`src/rtl/rpc_config_path_pkg.sv`:
```
// Shared types for the RPC DRAM command path: command source tags and
// the output slot state encoding.
package rpc_config_path_pkg;

  typedef enum logic [1:0] {
    SRC_DIRECT = 2'd0,
    SRC_ACC    = 2'd1,
    SRC_REF    = 2'd2,
    SRC_ZQC    = 2'd3
  } rpc_cmd_src_e;

  typedef enum logic {
    SLOT_EMPTY = 1'b0,
    SLOT_FULL  = 1'b1
  } slot_state_e;

  localparam int unsigned RPC_CMD_WIDTH = 19;

endpackage

```
`src/rtl/rpc_cmd_scheduler_if.sv`:
```
// Handshake bundle between the four command requesters, the scheduler and CMD_FSM.
// The scheduler sits on the slave side; requesters/CMD_FSM drive the master side.
interface rpc_cmd_scheduler_if #(
  parameter int unsigned CMD_WIDTH = 19
);
  logic                 direct_valid;
  logic                 direct_ready;
  logic [CMD_WIDTH-1:0] direct_cmd;
  logic                 acc_valid;
  logic                 acc_ready;
  logic [CMD_WIDTH-1:0] acc_cmd;
  logic                 ref_valid;
  logic                 ref_ready;
  logic [CMD_WIDTH-1:0] ref_cmd;
  logic                 zqc_valid;
  logic                 zqc_ready;
  logic [CMD_WIDTH-1:0] zqc_cmd;
  logic                 cmd_valid;
  logic                 cmd_ready;
  logic [CMD_WIDTH-1:0] cmd;
  logic [1:0]           cmd_src;

  modport master (
    output direct_valid, direct_cmd, acc_valid, acc_cmd,
    output ref_valid, ref_cmd, zqc_valid, zqc_cmd, cmd_ready,
    input  direct_ready, acc_ready, ref_ready, zqc_ready,
    input  cmd_valid, cmd, cmd_src
  );

  modport slave (
    input  direct_valid, direct_cmd, acc_valid, acc_cmd,
    input  ref_valid, ref_cmd, zqc_valid, zqc_cmd, cmd_ready,
    output direct_ready, acc_ready, ref_ready, zqc_ready,
    output cmd_valid, cmd, cmd_src
  );
endinterface

```
`src/rtl/rpc_cmd_out_slot.sv`:
```
// One-entry registered output slot. A new entry may be loaded in the same
// cycle the old one is consumed, giving one transfer per cycle.
module rpc_cmd_out_slot
  import rpc_config_path_pkg::*;
#(
  parameter int unsigned DATA_WIDTH = 21
) (
  input  logic                  clk_i,
  input  logic                  rst_ni,
  input  logic                  in_valid_i,
  input  logic [DATA_WIDTH-1:0] in_data_i,
  output logic                  slot_free_o,
  output logic                  out_valid_o,
  input  logic                  out_ready_i,
  output logic [DATA_WIDTH-1:0] out_data_o
);

  slot_state_e           state_q, state_d;
  logic [DATA_WIDTH-1:0] data_q, data_d;

  always_ff @(posedge clk_i or negedge rst_ni) begin
    if (!rst_ni) begin
      state_q <= SLOT_EMPTY;
      data_q  <= '0;
    end else begin
      state_q <= state_d;
      data_q  <= data_d;
    end
  end

  // in_valid_i is only raised while slot_free_o, so a load never overwrites a held entry.
  always_comb begin
    state_d = state_q;
    data_d  = data_q;
    if (in_valid_i) begin
      data_d = in_data_i;
    end
    case (state_q)
      SLOT_EMPTY: if (in_valid_i) state_d = SLOT_FULL;
      SLOT_FULL:  if (out_ready_i && !in_valid_i) state_d = SLOT_EMPTY;
    endcase
  end

  assign out_valid_o = (state_q == SLOT_FULL);
  assign slot_free_o = !out_valid_o || out_ready_i;
  assign out_data_o  = data_q;

endmodule

```
`src/rtl/rpc_cmd_scheduler.sv`:
```
// Arbitrates direct/access/refresh/ZQ commands onto the single CMD_FSM path,
// bounding how long maintenance can be starved by memory accesses.
module rpc_cmd_scheduler
  import rpc_config_path_pkg::*;
#(
  parameter int unsigned CMD_WIDTH = 19,
  parameter int unsigned MAX_DEFER = 8
) (
  input  logic           clk_i,
  input  logic           rst_ni,
  input  logic           rpc_init_completed_i,
  rpc_cmd_scheduler_if.slave bus,
  output logic           defer_sat_o
);

  localparam int unsigned DEFER_W = (MAX_DEFER == 0) ? 1 : $clog2(MAX_DEFER + 1);
  localparam logic [DEFER_W-1:0] DEFER_MAX = DEFER_W'(MAX_DEFER);
  // Two-bit source tags, highest priority in the least significant field.
  localparam logic [7:0] NORMAL_PRIO = {SRC_ZQC, SRC_REF, SRC_ACC, SRC_DIRECT};
  localparam logic [7:0] FORCED_PRIO = {SRC_ACC, SRC_DIRECT, SRC_ZQC, SRC_REF};

  logic [DEFER_W-1:0]   defer_q, defer_d;
  logic [3:0]           req;
  logic                 forced;
  logic [7:0]           prio;
  logic [1:0]           idx;
  logic                 sel_valid;
  rpc_cmd_src_e         sel_src;
  logic [CMD_WIDTH-1:0] sel_cmd;
  logic                 grant;
  logic                 slot_free;
  logic                 maint_pending;
  logic [CMD_WIDTH+1:0] slot_data;

  assign forced        = (defer_q == DEFER_MAX);
  assign defer_sat_o   = forced;
  assign maint_pending = bus.ref_valid || bus.zqc_valid;
  assign req = {bus.zqc_valid & rpc_init_completed_i, bus.ref_valid & rpc_init_completed_i,
                bus.acc_valid & rpc_init_completed_i, bus.direct_valid};

  // Walk the table from lowest to highest priority so the last hit wins.
  always_comb begin
    sel_valid = 1'b0;
    sel_src   = SRC_DIRECT;
    idx       = 2'd0;
    prio      = forced ? FORCED_PRIO : NORMAL_PRIO;
    for (int i = 3; i >= 0; i--) begin
      idx = prio[2*i +: 2];
      if (req[idx]) begin
        sel_valid = 1'b1;
        sel_src   = rpc_cmd_src_e'(idx);
      end
    end
  end

  always_comb begin
    sel_cmd = bus.direct_cmd;
    case (sel_src)
      SRC_DIRECT: sel_cmd = bus.direct_cmd;
      SRC_ACC:    sel_cmd = bus.acc_cmd;
      SRC_REF:    sel_cmd = bus.ref_cmd;
      SRC_ZQC:    sel_cmd = bus.zqc_cmd;
    endcase
  end

  assign grant            = sel_valid && slot_free && rst_ni;
  assign bus.direct_ready = grant && (sel_src == SRC_DIRECT);
  assign bus.acc_ready    = grant && (sel_src == SRC_ACC);
  assign bus.ref_ready    = grant && (sel_src == SRC_REF);
  assign bus.zqc_ready    = grant && (sel_src == SRC_ZQC);

  // A forced refresh leaves the counter saturated if ZQ is still waiting,
  // so ZQ follows immediately instead of losing to accesses again.
  always_comb begin
    defer_d = defer_q;
    if (grant && (sel_src == SRC_REF || sel_src == SRC_ZQC)) begin
      defer_d = (forced && sel_src == SRC_REF && bus.zqc_valid) ? DEFER_MAX : '0;
    end else if (!maint_pending) begin
      defer_d = '0;
    end else if (grant && sel_src == SRC_ACC && !forced) begin
      defer_d = defer_q + 1'b1;
    end
  end

  always_ff @(posedge clk_i or negedge rst_ni) begin
    if (!rst_ni) begin
      defer_q <= '0;
    end else begin
      defer_q <= defer_d;
    end
  end

  rpc_cmd_out_slot #(
    .DATA_WIDTH(CMD_WIDTH + 2)
  ) u_out_slot (
    .clk_i      (clk_i),
    .rst_ni     (rst_ni),
    .in_valid_i (grant),
    .in_data_i  ({sel_src, sel_cmd}),
    .slot_free_o(slot_free),
    .out_valid_o(bus.cmd_valid),
    .out_ready_i(bus.cmd_ready),
    .out_data_o (slot_data)
  );

  assign bus.cmd_src = slot_data[CMD_WIDTH +: 2];
  assign bus.cmd     = slot_data[CMD_WIDTH-1:0];

endmodule
```
`src/flat_wrapper.sv`:
```
// flat-port wrapper written by rule: the top's interface ports become plain ports
module rpc_cmd_scheduler_flat import rpc_config_path_pkg::*;
#(
  parameter int unsigned CMD_WIDTH = 19,
  parameter int unsigned MAX_DEFER = 8
)
  (clk_i, rst_ni, rpc_init_completed_i, defer_sat_o, bus_direct_valid, bus_direct_cmd, bus_acc_valid, bus_acc_cmd, bus_ref_valid, bus_ref_cmd, bus_zqc_valid, bus_zqc_cmd, bus_cmd_ready, bus_direct_ready, bus_acc_ready, bus_ref_ready, bus_zqc_ready, bus_cmd_valid, bus_cmd, bus_cmd_src);
  rpc_cmd_scheduler_if #(.CMD_WIDTH(CMD_WIDTH)) bus_i ();
  input  logic clk_i;
  input  logic rst_ni;
  input  logic rpc_init_completed_i;
  output logic defer_sat_o;
  input wire logic [$bits(bus_i.direct_valid)-1:0] bus_direct_valid;
  input wire logic [$bits(bus_i.direct_cmd)-1:0] bus_direct_cmd;
  input wire logic [$bits(bus_i.acc_valid)-1:0] bus_acc_valid;
  input wire logic [$bits(bus_i.acc_cmd)-1:0] bus_acc_cmd;
  input wire logic [$bits(bus_i.ref_valid)-1:0] bus_ref_valid;
  input wire logic [$bits(bus_i.ref_cmd)-1:0] bus_ref_cmd;
  input wire logic [$bits(bus_i.zqc_valid)-1:0] bus_zqc_valid;
  input wire logic [$bits(bus_i.zqc_cmd)-1:0] bus_zqc_cmd;
  input wire logic [$bits(bus_i.cmd_ready)-1:0] bus_cmd_ready;
  output wire logic [$bits(bus_i.direct_ready)-1:0] bus_direct_ready;
  output wire logic [$bits(bus_i.acc_ready)-1:0] bus_acc_ready;
  output wire logic [$bits(bus_i.ref_ready)-1:0] bus_ref_ready;
  output wire logic [$bits(bus_i.zqc_ready)-1:0] bus_zqc_ready;
  output wire logic [$bits(bus_i.cmd_valid)-1:0] bus_cmd_valid;
  output wire logic [$bits(bus_i.cmd)-1:0] bus_cmd;
  output wire logic [$bits(bus_i.cmd_src)-1:0] bus_cmd_src;
  assign bus_i.direct_valid = bus_direct_valid;
  assign bus_i.direct_cmd = bus_direct_cmd;
  assign bus_i.acc_valid = bus_acc_valid;
  assign bus_i.acc_cmd = bus_acc_cmd;
  assign bus_i.ref_valid = bus_ref_valid;
  assign bus_i.ref_cmd = bus_ref_cmd;
  assign bus_i.zqc_valid = bus_zqc_valid;
  assign bus_i.zqc_cmd = bus_zqc_cmd;
  assign bus_i.cmd_ready = bus_cmd_ready;
  assign bus_direct_ready = bus_i.direct_ready;
  assign bus_acc_ready = bus_i.acc_ready;
  assign bus_ref_ready = bus_i.ref_ready;
  assign bus_zqc_ready = bus_i.zqc_ready;
  assign bus_cmd_valid = bus_i.cmd_valid;
  assign bus_cmd = bus_i.cmd;
  assign bus_cmd_src = bus_i.cmd_src;
  rpc_cmd_scheduler #(.CMD_WIDTH(CMD_WIDTH), .MAX_DEFER(MAX_DEFER)) u_core (.clk_i(clk_i), .rst_ni(rst_ni), .rpc_init_completed_i(rpc_init_completed_i), .bus(bus_i), .defer_sat_o(defer_sat_o));
endmodule
```
`config.mk`:
```
export PLATFORM = sky130hd
export DESIGN_NAME = rpc_cmd_scheduler_flat
export DESIGN_NICKNAME = d
export VERILOG_FILES = /design/src/rtl/rpc_config_path_pkg.sv /design/src/rtl/rpc_cmd_scheduler_if.sv /design/src/rtl/rpc_cmd_out_slot.sv /design/src/rtl/rpc_cmd_scheduler.sv /design/src/flat_wrapper.sv
export SDC_FILE = /design/constraint.sdc
export NUM_CORES = 1
export LEC_CHECK = 0
export ABC_AREA = 1
export CORE_ASPECT_RATIO = 1.5
export CORE_UTILIZATION = 36
export CTS_CLUSTER_DIAMETER = 60
export DETAILED_ROUTE_END_ITERATION = 8
export GPL_TIMING_DRIVEN = 0
export HOLD_SLACK_MARGIN = 0.08
export PLACE_DENSITY = 0.76
export SLEW_MARGIN = 30
export SYNTH_ARGS = -nofsm -noshare
export SYNTH_HDL_FRONTEND = slang
export SYNTH_SLANG_ARGS = --single-unit
```
`constraint.sdc`:
```
create_clock -name clk_i -period 2.7 [get_ports clk_i]
set_clock_uncertainty 0.15 [all_clocks]
set_input_delay 0.405 -clock clk_i [delete_from_list [all_inputs] [get_ports clk_i]]
set_output_delay 0.405 -clock clk_i [all_outputs]
set_load 0.02 [all_outputs]
```
==> results.txt <==
run status - complete, no violations
CTS max path bufs - 2
CP endpoint kind - primary output
Synth Area per Inst - 6.85 um^2
Final Hold Fails - 0
antenna cells - 0
Rows - 33
synth top area cells - dfrtp_1, nand2_1, nand4_1
max-slew violation count - 0
Clock Pin Slew Worst Setup and Hold Paths - 0.09 ns
hold path start - u_core.u_out_slot.out_data_o[0]$_DFFE_PN0P_
CTS root buf - clkbuf_8
Hold Path Sink - u_core.u_out_slot.out_data_o[0]$_DFFE_PN0P_
Critical R2R Launch - u_core.defer_q[0]$_DFFE_PN0P_
Post-Syn Instances - 301
relative slew slack - 0.689
Setup WS post-layout - 0.134 ns
DPL Wire Length - 5.48 mm
Post-synth EDFFs - 0
Via density - 5.10
total gr overflow - 0
Final min period - 2.57 ns
die area - 6040 um^2
Ys Warns - 0
Critical R2R Capture - u_core.defer_q[3]$_DFFE_PN0P_
Critical Path Start Type - register
power density over the cells - 429 nW/um^2
routed vias - 2539
pre-CTS setup slack - -0.521 ns
setup TNS - 0 ns
largest net degree at the start of global routing - 27
Synth cell types - 29
grt met3 use - 0.0157
Min-Delay Path Class - reg -> reg
top cell type's share of synthesized area - 0.316
Iteration-0 DRC Markers - 176
met2 global-route usage - 0.451
vias in the first global route - 2368
Worst-Margin Slew - 0.466 ns
maximum level of the CTS H-tree - 1
R2R cell count - 15
Die W - 63.8 um
worst endpoint required time - 2.14 ns
Tcrit/Tclk final - 0.951
antenna-violating nets left - 0
Total Routing Usage GR - 0.238
sequential element share of the synthesized area - 0.316
gr busiest metal - met2
Max Cap Viol - 0
asr flop ratio synth - 1.00
met1 Use GR - 0.275
r2r setup slk - 0.46 ns
CP cell instances - inv_2 -> ha_4 -> nand3_4 -> nand2_2 -> nand2_2 -> nand2_4 -> nand2_8 -> inv_4 -> nand2_4 -> buf_6 -> nor2_1 -> buf_4
Crit path arrival time - 2.01 ns
DR DRC count - 0
Post-synth top flop - dfrtp_1
crit-path max FO - 10
CP max stage delay - 0.41 ns
CTS Sinks - 26
area grow syn2layout - 68.1%
CTS tree - built
total CTS buffers - 3
Crit Path Category - reg -> out
routability congestion estimate - 0.910
Hold Path Depth - 2
Core Footprint - 5490 um^2
1st-pass router iterations - 4
fin util - 0.631
global-route wire length before repair - 11.2 mm
final net count - 515
commonest cells in the netlist - nand2_1, nand3_1, inv_1, o21ai_1, nand4_1
fmax - 390 MHz
total leakage power - 1.67 nW
Power Total - 1.49 mW
IO Port Bufs - 110
syn nets - 387
num ports - 111
final setup vio count - 0
starting density of the core - 0.375
most common cell in the netlist - nand2_1
VDD IR max - 216 uV
Clock Latency Late Sink - 0.27 ns
initial antenna violation count - 0
drt wl/cell - 14.6 um
synthesized area - 2060 um^2
slowest CP cell - dfrtp_1
Post-Route WL - 7.28 mm
ratio of cells with drive above 1 in the final layout - 0.140
Hold WS - 0.332 ns
cell accounting for the most synthesized area - dfrtp_1
FF+latch count, synth - 26
Die Y - 94.7 um
-- through the flow --
step           instances  cell area, um^2
6_report             498             3460
5_1_grt              498             3460
4_1_cts              492             3400
3_5_place_dp         481             3240
3_3_place_gp         481             3250
2_1_floorplan        301             2060
-- cells in the final DEF (no fill, tap or decap), types with 2 or more instances in the layout --
| cell type | synthesis | routed |
|---|---|---|
| a21oi_1 | 2 | 2 |
| buf_2 | 5 | 5 |
| buf_4 | 2 | 17 |
| buf_6 | 5 | 5 |
| clkbuf_1 | 5 | 2 |
| clkbuf_2 | 0 | 2 |
| clkbuf_4 | 0 | 2 |
| clkbuf_8 | 0 | 3 |
| clkdlybuf4s50_1 | 0 | 104 |
| dfrtp_1 | 26 | 26 |
| inv_1 | 30 | 28 |
| inv_2 | 2 | 4 |
| nand2_1 | 95 | 94 |
| nand2_2 | 3 | 3 |
| nand2_4 | 3 | 4 |
| nand2_8 | 2 | 2 |
| nand3_1 | 31 | 31 |
| nand3b_1 | 5 | 5 |
| nand4_1 | 28 | 28 |
| nor2_1 | 5 | 5 |
| nor2_4 | 1 | 2 |
| o21ai_0 | 9 | 9 |
| o21ai_1 | 30 | 29 |
| o21ai_2 | 1 | 2 |
-- worst max path at each step --
stage	start	end	cells past startpoint
finish	u_core.defer_q[0]$_DFFE_PN0P_	bus_direct_ready	12
global route	u_core.defer_q[1]$_DFFE_PN0P_	bus_zqc_ready	12
CTS	u_core.defer_q[0]$_DFFE_PN0P_	bus_acc_ready	11
detailed placement	bus_zqc_valid	bus_ref_ready	8
global placement	rst_ni	bus_ref_ready	6
floorplan	u_core.defer_q[0]$_DFFE_PN0P_	bus_direct_ready	11
-- critical path: cells and delay by family (launching register included) --
family | cells | cell delay, ns
AND/OR/NAND/NOR | 7 | 0.66
flip-flops | 1 | 0.41
adder cells (fa/ha/maj) | 1 | 0.16
buffers and inverters | 4 | 0.49
-- area by class of cell --
type / count / area, um^2
fillers: 500 / 2030
repair buffers: 123 / 1200
multi-input cells: 224 / 1200
flip-flops and latches: 26 / 651
plain buffers: 18 / 128
inverters: 33 / 126
well taps: 70 / 87.6
clock buffers: 3 / 41.3
clock inverters: 1 / 30.0
-- timing repair --
item / CTS / global route
buffers inserted: 5 / 6
endpoints found under the setup margin: 4 / 6
hold endpoints to repair: 26 / 0
hold buffers: 2 / 0
gates resized for setup: 21 / 15
cloned: 0 / 0
pin swaps: 1 / 4
-- report_power, final --
group | switching [mW] | internal [mW] | total, mW
registers | 0.0361 | 0.458 | 0.494
logic | 0.332 | 0.334 | 0.666
clock network | 0.130 | 0.198 | 0.328
total | 0.498 | 0.990 | 1.49
-- sequential cells by signal, summed over array words and instances (netlist names) --
signal                         flops
u_core.u_out_slot.out_data_o      21
u_core.defer_q                     4
u_core.u_out_slot.out_valid_o      1
-- routing by layer --
layer	vias to the layer above	wire length, um	part of all wire
met2	96	3930	0.54
li1	1250	-	-
met1	1183	2940	0.40
met5	-	0	0
met4	0	133	0.018
met3	10	284	0.039
-- logic make-up after synthesis --
group	share of synthesized area
AO/OA/AOI/OAI	0.104
XOR/XNOR	0.00425
adder cells (fa/ha/maj)	0.0121
buffers and inverters	0.119
flip-flops	0.316
AND/OR/NAND/NOR	0.445
No activity file was read; power rests on OpenSTA's default activity.
